**src/rtl/tlp_recv.sv**
```systemverilog
// RX TLP decoder: turns CPU register MWr32/MRd32 into Action records and forwards CplD payload on c2f.
// Optional error counter output enabled by defining TLP_RECV_ERRCNT_EN.
package tlp_xcvr_pkg;
  localparam int ACT_CHAN_W = 7;

  typedef enum logic [1:0] {
    ACT_NONE  = 2'd0,
    ACT_WRITE = 2'd1,
    ACT_READ  = 2'd2
  } ActType;

  typedef struct packed {
    ActType                typ;
    logic [ACT_CHAN_W-1:0] chan;
    logic [15:0]           reqID;
    logic [7:0]            tag;
    logic [31:0]           data;
  } Action;

  typedef enum logic [2:0] {
    S_IDLE,
    S_WR_HDR,
    S_WR_DATA,
    S_RD_HDR,
    S_ACT,
    S_CMP_HDR,
    S_CMP_DATA,
    S_DISCARD
  } RecvState;
endpackage

module tlp_recv
  import tlp_xcvr_pkg::*;
#(
  parameter int CHAN_BITS  = 7,
  parameter int MAX_CMP_DW = 32
) (
  input  logic        pcieClk_in,
  input  logic        pcieRst_in,
  input  logic [63:0] rxData_in,
  input  logic        rxValid_in,
  output logic        rxReady_out,
  input  logic        rxSOP_in,
  input  logic        rxEOP_in,
  output Action       actData_out,
  output logic        actValid_out,
  input  logic        actReady_in,
  output logic [63:0] c2fData_out,
  output logic        c2fValid_out,
  input  logic        c2fReady_in,
  output RecvState    stateDbg_out
`ifdef TLP_RECV_ERRCNT_EN
  ,
  output logic [15:0] errCount_out
`endif
);

  localparam int QW_W = $clog2(MAX_CMP_DW / 2 + 1);

  // Every stream moves one word on a clock edge where valid && ready; a source holds
  // data stable while valid is high and not yet accepted, and never retracts valid.

  RecvState              state;
  logic [QW_W-1:0]       qwCount;
  Action                 act;

  logic [1:0]            fmt;
  logic [4:0]            typ;
  logic [9:0]            len;
  logic [2:0]            cplStatus;
  logic [CHAN_BITS-1:0]  chanField;
  logic                  rxXfer;
  logic                  isMwr;
  logic                  isMrd;
  logic                  isCpl;

  assign fmt       = rxData_in[30:29];
  assign typ       = rxData_in[28:24];
  assign len       = rxData_in[9:0];
  assign cplStatus = rxData_in[47:45];
  assign chanField = rxData_in[CHAN_BITS+1:2];

  // A zero length field encodes 1024 DWs, which always exceeds the completion limit.
  assign isMwr = (fmt == 2'b10) && (typ == 5'b00000) && (len == 10'd1);
  assign isMrd = (fmt == 2'b00) && (typ == 5'b00000) && (len == 10'd1);
  assign isCpl = (fmt == 2'b10) && (typ == 5'b01010) && (cplStatus == 3'd0) &&
                 !len[0] && (len != 10'd0) && (len <= 10'(MAX_CMP_DW));

  always_comb begin
    rxReady_out = 1'b0;
    if (!pcieRst_in) begin
      case (state)
        S_ACT:      rxReady_out = 1'b0;
        S_CMP_DATA: rxReady_out = c2fReady_in;
        default:    rxReady_out = 1'b1;
      endcase
    end
  end

  assign rxXfer       = rxValid_in && rxReady_out;
  assign c2fValid_out = !pcieRst_in && (state == S_CMP_DATA) && rxValid_in;
  assign c2fData_out  = rxData_in;
  assign actValid_out = !pcieRst_in && (state == S_ACT);
  assign actData_out  = act;
  assign stateDbg_out = state;

  always_ff @(posedge pcieClk_in) begin
    if (pcieRst_in) begin
      state   <= S_IDLE;
      qwCount <= '0;
      act     <= '0;
    end else begin
      case (state)
        S_IDLE: begin
          if (rxXfer && rxSOP_in) begin
            act.reqID <= rxData_in[63:48];
            act.tag   <= rxData_in[47:40];
            if (rxEOP_in) begin
              state <= S_IDLE;
            end else if (isMwr) begin
              state <= S_WR_HDR;
            end else if (isMrd) begin
              state <= S_RD_HDR;
            end else if (isCpl) begin
              qwCount <= QW_W'(len[9:1]);
              state   <= S_CMP_HDR;
            end else begin
              state <= S_DISCARD;
            end
          end
        end
        S_WR_HDR: begin
          if (rxXfer) begin
            act.typ  <= ACT_WRITE;
            act.chan <= ACT_CHAN_W'(chanField);
            act.data <= rxData_in[63:32];
            // Address bit 2 set puts the payload DW next to the address in this QW.
            if (rxData_in[2]) begin
              state <= rxEOP_in ? S_ACT : S_DISCARD;
            end else begin
              state <= rxEOP_in ? S_IDLE : S_WR_DATA;
            end
          end
        end
        S_WR_DATA: begin
          if (rxXfer) begin
            act.data <= rxData_in[31:0];
            state    <= rxEOP_in ? S_ACT : S_DISCARD;
          end
        end
        S_RD_HDR: begin
          if (rxXfer) begin
            act.typ  <= ACT_READ;
            act.chan <= ACT_CHAN_W'(chanField);
            act.data <= '0;
            state    <= rxEOP_in ? S_ACT : S_DISCARD;
          end
        end
        S_ACT: begin
          if (actReady_in) begin
            state <= S_IDLE;
          end
        end
        S_CMP_HDR: begin
          if (rxXfer) begin
            if (rxEOP_in) begin
              state <= S_IDLE;
            end else if (rxData_in[2]) begin
              state <= S_DISCARD;
            end else begin
              state <= S_CMP_DATA;
            end
          end
        end
        S_CMP_DATA: begin
          if (rxXfer) begin
            qwCount <= qwCount - QW_W'(1);
            if (rxEOP_in) begin
              state <= S_IDLE;
            end else if (qwCount == QW_W'(1)) begin
              state <= S_DISCARD;
            end
          end
        end
        S_DISCARD: begin
          if (rxXfer && rxEOP_in) begin
            state <= S_IDLE;
          end
        end
        default: state <= S_IDLE;
      endcase
    end
  end

`ifdef TLP_RECV_ERRCNT_EN
  logic dropEvent;

  // One pulse per TLP that is dropped or abandoned, on the QW that decides its fate.
  always_comb begin
    dropEvent = 1'b0;
    if (rxXfer) begin
      case (state)
        S_IDLE:     dropEvent = rxSOP_in && (rxEOP_in || !(isMwr || isMrd || isCpl));
        S_WR_HDR:   dropEvent = rxData_in[2] ? !rxEOP_in : rxEOP_in;
        S_WR_DATA:  dropEvent = !rxEOP_in;
        S_RD_HDR:   dropEvent = !rxEOP_in;
        S_CMP_HDR:  dropEvent = rxEOP_in || rxData_in[2];
        S_CMP_DATA: dropEvent = rxEOP_in ? (qwCount != QW_W'(1)) : (qwCount == QW_W'(1));
        default:    dropEvent = 1'b0;
      endcase
    end
  end

  always_ff @(posedge pcieClk_in) begin
    if (pcieRst_in) begin
      errCount_out <= '0;
    end else if (dropEvent && (errCount_out != 16'hFFFF)) begin
      errCount_out <= errCount_out + 16'd1;
    end
  end
`endif

endmodule

```
**config.mk**
```make
export PLATFORM = sky130hd
export DESIGN_NAME = tlp_recv
export DESIGN_NICKNAME = d
export VERILOG_FILES = /design/src/rtl/tlp_recv.sv
export SDC_FILE = /design/constraint.sdc
export NUM_CORES = 1
export LEC_CHECK = 0
export ABC_AREA = 1
export CORE_MARGIN = 2
export CORE_UTILIZATION = 40
export DETAILED_ROUTE_END_ITERATION = 16
export GPL_TIMING_DRIVEN = 0
export PLACE_DENSITY = 0.8
export SLEW_MARGIN = 20
export SYNTH_ARGS = -nofsm -noshare
export SYNTH_HDL_FRONTEND = slang
export SYNTH_SLANG_ARGS = --single-unit
```
**constraint.sdc**
```tcl
create_clock -name pcieClk_in -period 1.8 [get_ports pcieClk_in]
set_input_delay 0.36 -clock pcieClk_in [delete_from_list [all_inputs] [get_ports pcieClk_in]]
set_output_delay 0.36 -clock pcieClk_in [all_outputs]
set_load 0.05 [all_outputs]
```
**Word level (Yosys, flattened, before mapping)**

Index checks and enable logic that the tools add are counted.
W data, S select, Z words.

- Add/sub/neg operators: 1
- Multipliers: 0
- Div/mod/pow operators: 0
- Order comparisons: 1
- Equal/unequal tests: 25
- Shift operators: 0
- Mux-type cells: 35
- Bitwise logic cells: 0
- Reductions and logical operators: 31

Operators by type and width:

| kind | count |
|---|---|
| $mux W32 | 3 |
| $pmux W32 S3 | 1 |
| $mux W3 | 14 |
| $mux W5 | 6 |
| $ne A2 B2 Y1 const B | 12 |
| $pmux W3 S7 | 1 |
| $mux W9 | 2 |
| $pmux W9 S2 | 1 |
| $logic_and A1 B1 Y1 | 15 |
| $eq A3 B3 Y1 const B | 4 |
| $eq A10 B1 Y1 const B | 1 |
| $le A10 B6 Y1 const B | 1 |
| $pmux W5 S2 | 1 |
| $reduce_bool A10 Y1 | 1 |
| $reduce_and A8 Y1 | 1 |
| $reduce_and A7 Y1 | 1 |
| $eq A3 B2 Y1 const B | 2 |
| $logic_not A3 Y1 | 2 |
| $mux W2 | 3 |
| $eq A5 B1 Y1 const B | 1 |
| $eq A5 B4 Y1 const B | 1 |
| $logic_not A5 Y1 | 1 |
| $sub A5 B1 Y5 const B | 1 |
| $reduce_and A4 Y1 | 1 |
| other kinds (13) | 16 |

- Bits in registers: 73
- Bits in latches: 0
- Bits in writable memories: 0
- Bits in read-only memories: 0
- Input port bits: 71
- Output and inout bits: 135
- Memories kept: 0

**Longest topological paths before layout**

- Word-level depth: 12
- Mapped depth: 11
- Gate-level depth less buffers: 11

**Worst setup path after synthesis**

OpenSTA, ideal clock, no wires.

- Path type: reg2out
- From: register state[2], in the netlist stateDbg_out[2]
- To: output c2fValid_out
- Data arrival time: 1,904 ps
- Required time: 1,440 ps
- Setup slack: -464 ps
- Cell stages (with the launch flop): 5
- Buffers on the path: 0
- Cell sequence: dfxtp_1 nand2_1 nor2_4 inv_1 nor2_1

- Cells in the longest elaborated chain, start to end: 3

RTL lines:

| element | line | text |
|---|---|---|
| from (decl) | 63 | `RecvState state;` |
| from (signal assigned) | 139 | `state <= rxEOP_in ? S_ACT : S_DISCARD;` |
| from (signal assigned) | 141 | `state <= rxEOP_in ? S_IDLE : S_WR_DATA;` |
| from (signal assigned) | 148 | `state <= rxEOP_in ? S_ACT : S_DISCARD;` |
| $eq A3 B3 Y1 | 101 | `assign c2fValid_out = !pcieRst_in && (state == S_CMP_DATA) && rxValid_in;` |
| $logic_and A1 B1 Y1 (2 in a row) | 101 |  |
| to (decl) | 49 | `output logic c2fValid_out,` |

No other way between the ends.

**Worst setup path after layout**

Ends and elaborated chain as after synthesis.

==> results by group <==
Outcome
  – Status: finished, final reports clean

Logic synthesis
  – Yosys top cell by area: dfxtp_1
  – Synth area leaders: dfxtp_1, buf_4, nor2_1
  – Synthesized flop and latch total: 73
  – Sequential element share of the synthesized area: around two fifths
  – Cell Area, Synth: 3830 um^2
  – Post-Syn Area per Cell: slightly above 7 um^2
  – Post-Syn Instances: 540
  – YS warnings: 0
  – Synth unique cells: 30
  – Syn nets: between 600 and 700
  – Top-area cell type share of the netlist area: approximately two fifths

Route
  – Initial DRT Pass Iterations: 5
  – Total Routed Length: about 14000 um
  – Routed length per placed instance: around 16 um
  – DRC violations left: 0
  – Via/cell ratio: ~5
  – DR vias: ~4500
  – DR iter-0 viols: between 200 and 250
  – Final ANT Viol Nets: 0

Die
  – Die H: between 100 and 150 um
  – Die area: between 10000 and 15000 um^2
  – Die W: 102 um
  – Core Region: between 9000 and 10000 um^2
  – I/O pins: about 200
  – Rows: 35
  – Effective utilization at floorplan: between 40% and 50%

Clock tree
  – Clock root buffer: clkbuf_8
  – Hold buffer count at CTS: 0
  – CTS Sinks: 73
  – Clock latency on the worst-skew pair: about 360 ps
  – Worst-case clock buffer depth: 2
  – H-tree levels: 3
  – Clock Pin Slew Worst Setup and Hold Paths: 80 ps
  – CTS tree: built
  – TritonCTS Buffers: 9

Critical path
  – Crit-path cells: nand2_2, nor2_4, clkinvlp_4, nor2_2, buf_6
  – CP Launch Type: register
  – Setup Crit Path Kind: reg -> out
  – Crit Path Max Fanout: 7
  – Worst path top cell family by delay: flip-flops
  – Crit path largest cell delay: roughly 420 ps
  – R2r setup slk: between 100 and 150 ps
  – Slowest cell on the critical path: dfxtp_4
  – Worst path required time: roughly 1400 ps
  – Worst setup EP type: output port
  – WP buf/inv: 2
  – Worst EP arrival: ~1400 ps

STA
  – Slew HR: 62.1%
  – Setup Skew: 12.1 ps
  – Final Hold Slack: 415 ps
  – Setup violators final: 0
  – Fin. Hold Viols: 0
  – Fin crit share: around 99%
  – Final max-slew violation count: 0
  – RSZ-0062 raised after global routing: yes
  – Final critical-path required period: approximately 1800 ps
  – Fmax: 0.561 GHz
  – Setup TNS: 0 ps
  – Slew @ Worst Pin: around 570 ps
  – Setup WS post-layout: 16.1 ps

Global routing
  – Initial antenna violation count: 0
  – Vias in the first global route: 4324
  – First-pass GRT wire length: roughly 22000 um
  – Total grt overflow: 0
  – Global Route Usage Sum: between 20% and 30%
  – Largest net degree at the start of global routing: 14

Pwr
  – Pwr/cell area: ~1100 nW/um^2
  – Leakage power: 3.12 nW
  – Total power: 6.89 mW
  – Max VDD drop: 0.565 mV

Finish
  – Fraction of layout cells with a size suffix above 1: 26.3%
  – Area growth syn-to-layout: 65.0%
  – Commonest cells after routing, fill and taps aside: buf_4, nor2_1, nand2_1
  – Final net count: about 840
  – Post-route cell area: between 6000 and 7000 um^2
  – Most common cell after layout, fill and taps aside: buf_4
  – # diodes: 0

Flow run
  – Max Cap Viol: 0

Worst hold path
  – Worst hold path type: in -> reg

Placed design
  – Placed Area: approximately 6000 um^2
  – DPL Wire Length: ~11000 um
  – RD Place Congestion: 0.866
  – Number of port buffers: between 200 and 250
  – Setup WS pre-CTS: -1210 ps
-- stage by stage --
stage	instances	util (%)
CTS	894	67.3
floorplan	540	-
detailed placement	874	65.3
finish	902	68.1
global route	902	68.1
global placement	874	65.3
-- worst min-delay path: cells and delay by family --
kind / cells / cell delay (ps)
buffers and inverters: 1 / 190
and+or+nand+nor: 1 / 110
AOI/OAI and AO/OA: 1 / 70
-- sequential cells by signal, summed over array words and instances (netlist names) --
| register | cells |
|---|---|
| actData_out | 65 |
| qwCount | 5 |
| stateDbg_out | 3 |
-- report_power, final --
group | internal (mW) | switching (mW)
clock | 0.540 | 0.674
combinational | 1.09 | 2.52
sequential | 1.88 | 0.176
total | 3.51 | 3.37
-- cells by family after synthesis --
logic type / count (synthesis) / share of synthesized area [%]
AO/OA/AOI/OAI: 128 / 18.5
XOR/XNOR: 1 / 0.229
adder cells (fa/ha/maj): 2 / 0.653
buffers and inverters: 129 / 19.5
flip-flops: 73 / 38.1
AND/OR/NAND/NOR: 207 / 23.0
-- cell type report --
type	count	area, um^2
Inverter	38	155
Multi-Input combinational cell	338	1700
Tap cell	129	161
Buffer	91	614
Timing Repair Buffer	217	2050
Sequential cell	73	1470
Fill cell	829	2960
Clock buffer	10	138
Clock inverter	6	42.5
-- worst paths after layout --
| path | start | cells past startpoint | end |
|---|---|---|---|
| worst max-delay path | stateDbg_out[2] | 5 | c2fValid_out |
| worst min-delay path | rxData_in[30] | 3 | actData_out[30] |
| worst max register to register | stateDbg_out[2] | 9 | qwCount[3] |
| worst min register to register | actData_out[63] | 2 | actData_out[63] |
-- metal layers --
layer	global-route usage, %	vias up	share of wire [%]
met5	0	-	0
met3	5.61	20	7.0
met4	6.97	0	1.5
met2	46.6	185	51
li1	-	2188	-
met1	32.6	2116	41
-- synth_stat cells (all sizes together) --
library cell / n
nand2: 74
o22ai: 2
dfxtp: 73
clkinv: 1
nand4: 3
a21oi: 24
o31ai: 1
nor2: 82
ha: 2
a41oi: 1
o21bai: 1
inv: 37
nor3: 6
a31oi: 29
o211a: 1
xnor2: 1
o21ai: 69
buf: 74
clkbuf: 17
nand3: 42
-- what timing repair did --
action,in CTS,in global routing
buffers inserted,4,8
setup endpoints to repair,178,52
gates resized for setup,291,34
pin swaps,1,3
Power figures use the tool's default switching activity.
